==> src/rtl/pwm_audio_sequencer_pkg.sv <==
// Shared types and constants for the PWM audio sequencer.
// Holds the mixer FSM encoding, datapath widths and a channel mask helper.
package pwm_audio_sequencer_pkg;

    localparam int NUM_CH   = 4;
    localparam int LEVEL_W  = 4;
    localparam int ACC_W    = 6;
    localparam int SCALED_W = 9;

    typedef enum logic [1:0] {
        IDLE      = 2'd0,
        ACCUM     = 2'd1,
        SCALE     = 2'd2,
        WAIT_SYNC = 2'd3
    } seq_state_t;

    typedef logic [NUM_CH-1:0][LEVEL_W-1:0] levels_t;

    // Zero the level of every channel whose mix enable is low.
    function automatic levels_t mask_levels(
        input logic [NUM_CH*LEVEL_W-1:0] lv,
        input logic [NUM_CH-1:0]         en
    );
        levels_t m;
        m = '0;
        for (int c = 0; c < NUM_CH; c++) begin
            m[c] = lv[c*LEVEL_W +: LEVEL_W] & {LEVEL_W{en[c]}};
        end
        return m;
    endfunction

endpackage

==> src/rtl/pwm_audio_sequencer_if.sv <==
// Bundle between the APU/PWM side and the audio sequencer.
// master: drives channel levels, volume, enable, period_end; slave: the sequencer.
interface pwm_audio_sequencer_if #(
    parameter int WIDTH = 8
);
    import pwm_audio_sequencer_pkg::*;

    logic                      enable;
    logic [NUM_CH*LEVEL_W-1:0] ch_level;
    logic [NUM_CH-1:0]         ch_enable;
    logic [2:0]                master_vol;
    logic                      pwm_period_end;
    logic [WIDTH-1:0]          duty_out;
    logic                      duty_valid;
    logic                      busy;
    logic                      overrun;

    modport master (
        output enable,
        output ch_level,
        output ch_enable,
        output master_vol,
        output pwm_period_end,
        input  duty_out,
        input  duty_valid,
        input  busy,
        input  overrun
    );

    modport slave (
        input  enable,
        input  ch_level,
        input  ch_enable,
        input  master_vol,
        input  pwm_period_end,
        output duty_out,
        output duty_valid,
        output busy,
        output overrun
    );

endinterface

==> src/rtl/pwm_audio_sequencer_sample_tick_gen.sv <==
// Sample-rate divider: tick is high in the last cycle of each SAMPLE_DIV period.
// Ports: clk, reset_n (sync, active low), enable (low holds count at 0), tick.
module sample_tick_gen #(
    parameter int SAMPLE_DIV = 256
) (
    input  logic clk,
    input  logic reset_n,
    input  logic enable,
    output logic tick
);

    localparam int CW = $clog2(SAMPLE_DIV);
    localparam logic [CW-1:0] LAST = CW'(SAMPLE_DIV - 1);

    logic [CW-1:0] cnt;

    always_ff @(posedge clk) begin
        if (!reset_n || !enable) begin
            cnt <= '0;
        end else if (cnt == LAST) begin
            cnt <= '0;
        end else begin
            cnt <= cnt + CW'(1);
        end
    end

    assign tick = enable && (cnt == LAST);

endmodule

==> src/rtl/pwm_audio_sequencer.sv <==
// Mixes four channel levels per sample tick, scales by master volume and
// commits the duty to the PWM stage only at a PWM period boundary.
// Ports: clk, reset_n (sync, active low), bus (slave side of the sequencer if).
module pwm_audio_sequencer
    import pwm_audio_sequencer_pkg::*;
#(
    parameter int WIDTH      = 8,
    parameter int SAMPLE_DIV = 256
) (
    input logic                  clk,
    input logic                  reset_n,
    pwm_audio_sequencer_if.slave bus
);

    logic                tick;
    seq_state_t          state;
    seq_state_t          state_nx;
    levels_t             lvl;
    logic [2:0]          vol;
    logic [ACC_W-1:0]    acc;
    logic [1:0]          idx;
    logic [SCALED_W-1:0] scaled;
    logic [WIDTH-1:0]    mapped;
    logic [WIDTH-1:0]    pend;
    logic [WIDTH-1:0]    duty;
    logic                dv;
    logic                bsy;
    logic                ovr;
    logic                clr;

    sample_tick_gen #(
        .SAMPLE_DIV(SAMPLE_DIV)
    ) u_tick (
        .clk    (clk),
        .reset_n(reset_n),
        .enable (bus.enable),
        .tick   (tick)
    );

    // Disabling the sequencer behaves like a reset of the mixing path.
    assign clr = !reset_n || !bus.enable;

    // Gain is vol+1, so the 6-bit sum times at most 8 fits in 9 bits.
    assign scaled = SCALED_W'(acc) * SCALED_W'({1'b0, vol} + 4'd1);

    // Align the 9-bit mix to the PWM duty width.
    if (WIDTH <= SCALED_W) begin : g_shr
        assign mapped = scaled[SCALED_W-1 -: WIDTH];
    end else begin : g_shl
        assign mapped = {scaled, {(WIDTH-SCALED_W){1'b0}}};
    end

    always_ff @(posedge clk) begin
        if (clr) begin
            state <= IDLE;
        end else begin
            state <= state_nx;
        end
    end

    always_comb begin
        state_nx = state;
        unique case (state)
            IDLE:      if (tick) state_nx = ACCUM;
            ACCUM:     if (idx == 2'd3) state_nx = SCALE;
            SCALE:     state_nx = WAIT_SYNC;
            WAIT_SYNC: if (bus.pwm_period_end) state_nx = IDLE;
            default:   state_nx = IDLE;
        endcase
    end

    always_ff @(posedge clk) begin
        if (clr) begin
            lvl  <= '0;
            vol  <= '0;
            acc  <= '0;
            idx  <= '0;
            pend <= '0;
            duty <= '0;
            dv   <= 1'b0;
            bsy  <= 1'b0;
            ovr  <= 1'b0;
        end else begin
            dv  <= 1'b0;
            // A tick outside IDLE is dropped; the sample in flight carries on.
            ovr <= tick && (state != IDLE);
            bsy <= (state_nx != IDLE);
            unique case (state)
                IDLE: begin
                    if (tick) begin
                        lvl <= mask_levels(bus.ch_level, bus.ch_enable);
                        vol <= bus.master_vol;
                        acc <= '0;
                        idx <= '0;
                    end
                end
                ACCUM: begin
                    acc <= acc + ACC_W'(lvl[idx]);
                    idx <= idx + 2'd1;
                end
                SCALE: begin
                    pend <= mapped;
                end
                WAIT_SYNC: begin
                    if (bus.pwm_period_end) begin
                        duty <= pend;
                        dv   <= 1'b1;
                    end
                end
                default: ;
            endcase
        end
    end

    assign bus.duty_out   = duty;
    assign bus.duty_valid = dv;
    assign bus.busy       = bsy;
    assign bus.overrun    = ovr;

endmodule

==> src/flat_wrapper.sv <==
// flat-port wrapper written by rule: the top's interface ports become plain ports
module pwm_audio_sequencer_flat import pwm_audio_sequencer_pkg::*;
#(
    parameter int WIDTH      = 8,
    parameter int SAMPLE_DIV = 256
)
  (clk, reset_n, bus_enable, bus_ch_level, bus_ch_enable, bus_master_vol, bus_pwm_period_end, bus_duty_out, bus_duty_valid, bus_busy, bus_overrun);
  pwm_audio_sequencer_if #(.WIDTH(WIDTH)) bus_i ();
  input logic clk;
  input logic reset_n;
  input wire logic [$bits(bus_i.enable)-1:0] bus_enable;
  input wire logic [$bits(bus_i.ch_level)-1:0] bus_ch_level;
  input wire logic [$bits(bus_i.ch_enable)-1:0] bus_ch_enable;
  input wire logic [$bits(bus_i.master_vol)-1:0] bus_master_vol;
  input wire logic [$bits(bus_i.pwm_period_end)-1:0] bus_pwm_period_end;
  output wire logic [$bits(bus_i.duty_out)-1:0] bus_duty_out;
  output wire logic [$bits(bus_i.duty_valid)-1:0] bus_duty_valid;
  output wire logic [$bits(bus_i.busy)-1:0] bus_busy;
  output wire logic [$bits(bus_i.overrun)-1:0] bus_overrun;
  assign bus_i.enable = bus_enable;
  assign bus_i.ch_level = bus_ch_level;
  assign bus_i.ch_enable = bus_ch_enable;
  assign bus_i.master_vol = bus_master_vol;
  assign bus_i.pwm_period_end = bus_pwm_period_end;
  assign bus_duty_out = bus_i.duty_out;
  assign bus_duty_valid = bus_i.duty_valid;
  assign bus_busy = bus_i.busy;
  assign bus_overrun = bus_i.overrun;
  pwm_audio_sequencer #(.WIDTH(WIDTH), .SAMPLE_DIV(SAMPLE_DIV)) u_core (.clk(clk), .reset_n(reset_n), .bus(bus_i));
endmodule
==> config.mk <==
export PLATFORM = sky130hd
export DESIGN_NAME = pwm_audio_sequencer_flat
export DESIGN_NICKNAME = d
export VERILOG_FILES = /design/src/rtl/pwm_audio_sequencer_pkg.sv /design/src/rtl/pwm_audio_sequencer_if.sv /design/src/rtl/pwm_audio_sequencer_sample_tick_gen.sv /design/src/rtl/pwm_audio_sequencer.sv /design/src/flat_wrapper.sv
export SDC_FILE = /design/constraint.sdc
export NUM_CORES = 1
export LEC_CHECK = 0
export CAP_MARGIN = 30
export CELL_PAD_IN_SITES_DETAIL_PLACEMENT = 0
export CELL_PAD_IN_SITES_GLOBAL_PLACEMENT = 2
export CORE_UTILIZATION = 31
export DETAILED_ROUTE_END_ITERATION = 16
export PLACE_DENSITY_LB_ADDON = 0.15
export REMOVE_ABC_BUFFERS = 1
export SYNTH_ARGS = -nofsm -noshare
export SYNTH_HDL_FRONTEND = slang
export SYNTH_SLANG_ARGS = --single-unit
==> constraint.sdc <==
create_clock -name clk -period 3.35 [get_ports clk]
set_clock_uncertainty 0.2 [all_clocks]
set_input_delay 0.5025 -clock clk [delete_from_list [all_inputs] [get_ports clk]]
set_output_delay 0.5025 -clock clk [all_outputs]
set_load 0.005 [all_outputs]
* Word-level counts from Yosys, hierarchy flattened
Index checks and enable logic that the tools add are counted.
** Word-level totals
- Logic and storage cells :: 56
- Output and inout bits :: 11
- Input port bits :: 27
- Bits in registers :: 56
** Cells by class
- Bitwise operators :: 5
- Mux-type cells :: 11
- Add/sub/neg operators :: 4
- Equality and inequality tests :: 6
- Reductions and logical operators :: 14
- $lt $le $gt $ge :: 1
- $mul :: 1
** Operators by type and width (number)
- $and A4 B4 Y4 :: 4
- $pmux W6 S2 :: 1
- $mul A6 B9 Y9 :: 1
- $add A8 B1 Y8 const B :: 1
- $bmux W4 S2 :: 1
- $eq A8 B8 Y1 const B :: 1
- $mux W2 :: 4
- $pmux W2 S4 :: 1
- $add A6 B4 Y6 :: 1
- $eq A2 B2 Y1 const B :: 3
- $mux W6 :: 1
- $reduce_and A2 Y1 :: 3
- $reduce_bool A2 Y1 :: 3
- $add A3 B1 Y4 const B :: 1
- $mux W4 :: 1
- $pmux W2 S2 :: 1
- $reduce_or A2 Y1 :: 2
- $lt A2 B3 Y1 const B :: 1
- $add A2 B1 Y2 const B :: 1
- $eq A2 B1 Y1 const B :: 1
- $logic_and A1 B1 Y1 :: 2
- $logic_not A1 Y1 :: 2
- $logic_not A2 Y1 :: 1
- $ne A2 B1 Y1 const B :: 1
- 3 further kinds :: 3

* Logic depth before layout (Yosys ltp)
- Word-level depth :: 5
- Depth in mapped cells :: 12
- Gate-level depth less buffers :: 12

* Cells and area by module
Synthesis repeated with hierarchy kept, for this count alone.
** Unflattened totals
- Cell total of the unflattened synthesis :: 347
- Area, all modules :: 3009.1 µm²
** Modules (own cells, without submodules)
- pwm_audio_sequencer :: sequential area each 960.9 µm², instances 1, area each 2653.8 µm², cells an instance 307
- sample_tick_gen :: sequential area each 160.2 µm², instances 1, area each 355.3 µm², cells an instance 40

* Worst setup path before layout
OpenSTA, ideal clock, no wires.
- Kind :: register to register
- Start :: reg u_core.vol[0]
- End :: reg u_core.pend[7]
- Period minus slack after synthesis :: 3.678 ns
- Required time :: 3.071 ns
- Data arrival time :: 3.399 ns
- Buffers on the path :: 0
- Cell stages (with the launch flop) :: 12
- Setup time :: 0.079 ns
- Path slack :: -0.328 ns
- Cell sequence :: dfxtp_1 > ha_1 > xor2_1 > nand2_1 > fa_1 > fa_1 > inv_1 > fa_1 > a211oi_1 > o21ai_0 > a2111o_1 > o211ai_1
** Between the ends
- Word-level cells in the longest chain between the ends :: 2
** RTL lines
- start: declaration :: line pwm_audio_sequencer.sv:19 : logic [2:0] vol;
- start signal: assignment :: line pwm_audio_sequencer.sv:92 : vol <= bus.master_vol;
- $add A3 B1 Y4 :: line pwm_audio_sequencer.sv:44 : assign scaled = SCALED_W'(acc) * SCALED_W'({1'b0, vol} + 4'd1);
- $mul A6 B9 Y9 :: line pwm_audio_sequencer.sv:44
- end signal: assignment :: line pwm_audio_sequencer.sv:102 : pend <= mapped;
- end: declaration :: line pwm_audio_sequencer.sv:24 : logic [WIDTH-1:0] pend;
Every way passes these cells.
A chain may end at the register's enable or synchronous reset.

* Final worst setup path
Ends and elaborated chain as after synthesis.

==> summary.md <==
| Metric | Value |
|---|---|
| Global route overflow | 0 |
| Area Growth Syn to Fin | 28.3% |
| Top_reg_cell synth | dfxtp_1 |
| RSZ-0062 raised after global routing | true |
| Reg power frac | 53.1% |
| NetSw | 0.254 mW |
| Largest net degree at the start of global routing | 32 |
| Pre-antenna DRT Iters | 4 |
| Clk sink count | 56 |
| CP Max Fanout | 4 |
| Static Leak | approximately 1.6 nW |
| Fillcell total | just under 1000 |
| Synth top area cells | dfxtp_1, ha_1, nand3_1 |
| Area occupied by multi-input gates | approximately 1900 µm² |
| Int Power | between 1 and 1.5 mW |
| Post-Synthesis Mean Instance Area | 9.00 µm² |
| DRC Markers | 0 |
| Yosys Warn Count | 0 |
| Routed WL | 7080 µm |
| WHS | between 0.2 and 0.25 ns |
| Hold Violations, Final | 0 |
| Worst-Margin Slew | around 0.44 ns |
| Initial Util | 32.7% |
| Number of global-route vias before repair | approximately 2500 |
| Initial antenna violation count | 0 |
| Register bit total from synthesis | 56 |
| Port Buffers | 37 |
| Post-Syn Instances | 342 |
| Commonest non-fill, non-tap cell in the layout | dfxtp_1 |
| Combinational power share | around 4.9% |
| Die span in x | 102 µm |
| Synth top area share | 36.4% |
| Antenna diode count | 0 |
| Unique masters post-synth | 45 |
| Die area | just over 10000 µm² |
| ANT nets after route | 0 |
| Register Area | 1130 µm² |
| Switching part of the total | between 20 and 25% |
| Peak supply drop | between 0.0002 and 0.00025 V |
| Share of layout cells above drive strength 1 | between 10% and 20% |
| Fmax | just over 300 MHz |
| Clock power frac | between 40% and 50% |
| Setup CP Type | reg -> reg |
| CP endpoint kind | register |
| Type of origin of the critical path | register |
| First-pass GRT wire length | about 12000 µm |
| Worst endpoint required time | between 3 and 4 ns |
| Clock buffer depth | 2 |
| Worst-Skew Late Latency | about 0.30 ns |
| Worst Hold Class | reg -> reg |
| # IOs | 38 |
| Slew headroom | approximately 71% |
| Post-synth EDFFs | 0 |
| Mapped cell area | 3080 µm² |
| Synth async-reset ratio | 0% |
| Max Transition Viols Final | 0 |
| Total GRT Usage | ~15% |
| Via Count | between 2000 and 3000 |
| Hpwl dp | 5350 µm |
| Core area | around 9400 µm² |
| Row cnt | 35 |
| Critical Path AT | 3.35 ns |
| Outcome | finished, final reports clean |
| Vias per Instance | a little under 5 |
| H-tree Lvls | 2 |
| Power Density | 318 nW/µm² |
| Post-layout nets | between 400 and 500 |
| Max-cap viol count | 0 |
| Yosys top cell by area | dfxtp_1 |
| Final setup violation count | 0 |
| Post-synthesis sequential area ratio | between 30% and 40% |
| Drt wl/cell | 13.5 µm |
| Clock Tree Root | clkbuf_8 |
| Die H | just over 100 µm |
| Final period utilization | 98.9% |
| Worst-path clk slew | between 0.1 and 0.15 ns |
| Starting DRT DRC Count | 58 |
| TritonCTS clock tree | built |
| Most frequent cells in the layout | dfxtp_1, nand2_1, nand3_1 |
| Cell Count, Final, Fillers Out | ~520 |
| GP Congestion | slightly below 0.8 |
| Tmin final | 3.31 ns |
| Placed insts | slightly above 500 |
| TritonCTS Buffers | 5 |
==> registers in the layout, summed over array words and instances (netlist names) <==
signal                 flops
u_core.acc                 6
u_core.bus.busy            1
u_core.bus.duty_out        8
u_core.bus.duty_valid      1
u_core.bus.overrun         1
u_core.idx                 2
u_core.lvl                16
u_core.pend                8
u_core.state               2
u_core.u_tick.cnt          8
u_core.vol                 3
==> cell usage after synthesis (6+ instances only) <==
| master | n |
|---|---|
| a21boi_1 | 17 |
| a21oi_1 | 27 |
| and2_1 | 13 |
| clkbuf_1 | 6 |
| dfxtp_1 | 56 |
| fa_1 | 9 |
| ha_1 | 19 |
| inv_1 | 10 |
| nand2_1 | 52 |
| nand3_1 | 42 |
| nor2_1 | 12 |
| xor2_1 | 8 |
==> metrics by stage <==
| stage | util (%) | setup TNS (ns) | total power [mW] | setup slack (ns) | cell area, µm² |
|---|---|---|---|---|---|
| after floorplan | - | -0.455 | 0.695 | -0.328 | 2960 |
| after global placement | 39.1 | -0.347 | 0.745 | -0.225 | 3680 |
| after detailed placement | 39.1 | -0.410 | 0.744 | -0.262 | 3680 |
| after CTS | 41.0 | 0 | 1.28 | 0.000535 | 3860 |
| after global routing | 41.9 | -0.105 | 1.30 | -0.0572 | 3950 |
| final | 41.9 | 0 | 1.26 | 0.0360 | 3950 |
==> final cells by class <==
| type | instances | share of cell area, % |
|---|---|---|
| clock inverter | 3 | 1.74 |
| tap | 129 | 4.09 |
| multi-input combinational | 257 | 48.2 |
| clock buffer | 5 | 1.74 |
| sequential | 56 | 28.6 |
| timing repair buffer | 64 | 14.7 |
| inverter | 10 | 0.951 |
==> worst paths after layout <==
kind	startpoint	endpoint	slack, ns	cells past startpoint
max	u_core.vol[0]	u_core.pend[7]	0.04	12
min	u_core.u_tick.cnt[0]	u_core.u_tick.cnt[0]	0.25	1
max reg2reg	u_core.vol[0]	u_core.pend[7]	0.04	12
min reg2reg	u_core.u_tick.cnt[0]	u_core.u_tick.cnt[0]	0.25	1
==> kinds of logic after synthesis <==
logic type                 count (synthesis)  share of synthesized area [%]
and+or+nand+nor                          145                           24.2
AOI/OAI and AO/OA                         68                           14.5
DFF                                       56                           36.4
buffers and inverters                     29                           4.96
adders and majority gates                 28                           13.6
xor gates and xnor gates                  12                           3.42
muxes                                      4                           2.93
==> power by group through the flow <==
stage	Combinational [mW]	Clock [mW]	Sequential, mW
after floorplan	0.0128	0	0.682
after global placement	0.0619	0	0.683
after detailed placement	0.0618	0	0.682
after CTS	0.0621	0.550	0.667
after global routing	0.0656	0.571	0.667
final	0.0609	0.528	0.666
==> repair_timing <==
action                     CTS  global route
hold buffers                 0             0
gates resized for setup      9            20
setup endpoints to repair    3             3
setup buffers                1             1
pin swaps                   10            11
==> routing by layer <==
metal	track usage, %	share of wire (%)	vias up
li1	-	-	1294
met1	18.8	48	1203
met2	25.4	50	28
met3	2.48	1.8	2
met4	2.90	0.56	0
met5	0	0	-
==> worst max-delay path: stages, from the launching register on <==
cell and delay (ns):
dfxtp_4 0.38, buf_4 0.11, and3_4 0.19, buf_6 0.10
nand2_2 0.05, fa_1 0.55, inv_2 0.04, fa_1 0.58
ha_4 0.23, a211oi_4 0.28, o21ai_2 0.08, a2111o_1 0.35
o211ai_1 0.09
Power figures use the tool's default switching activity.
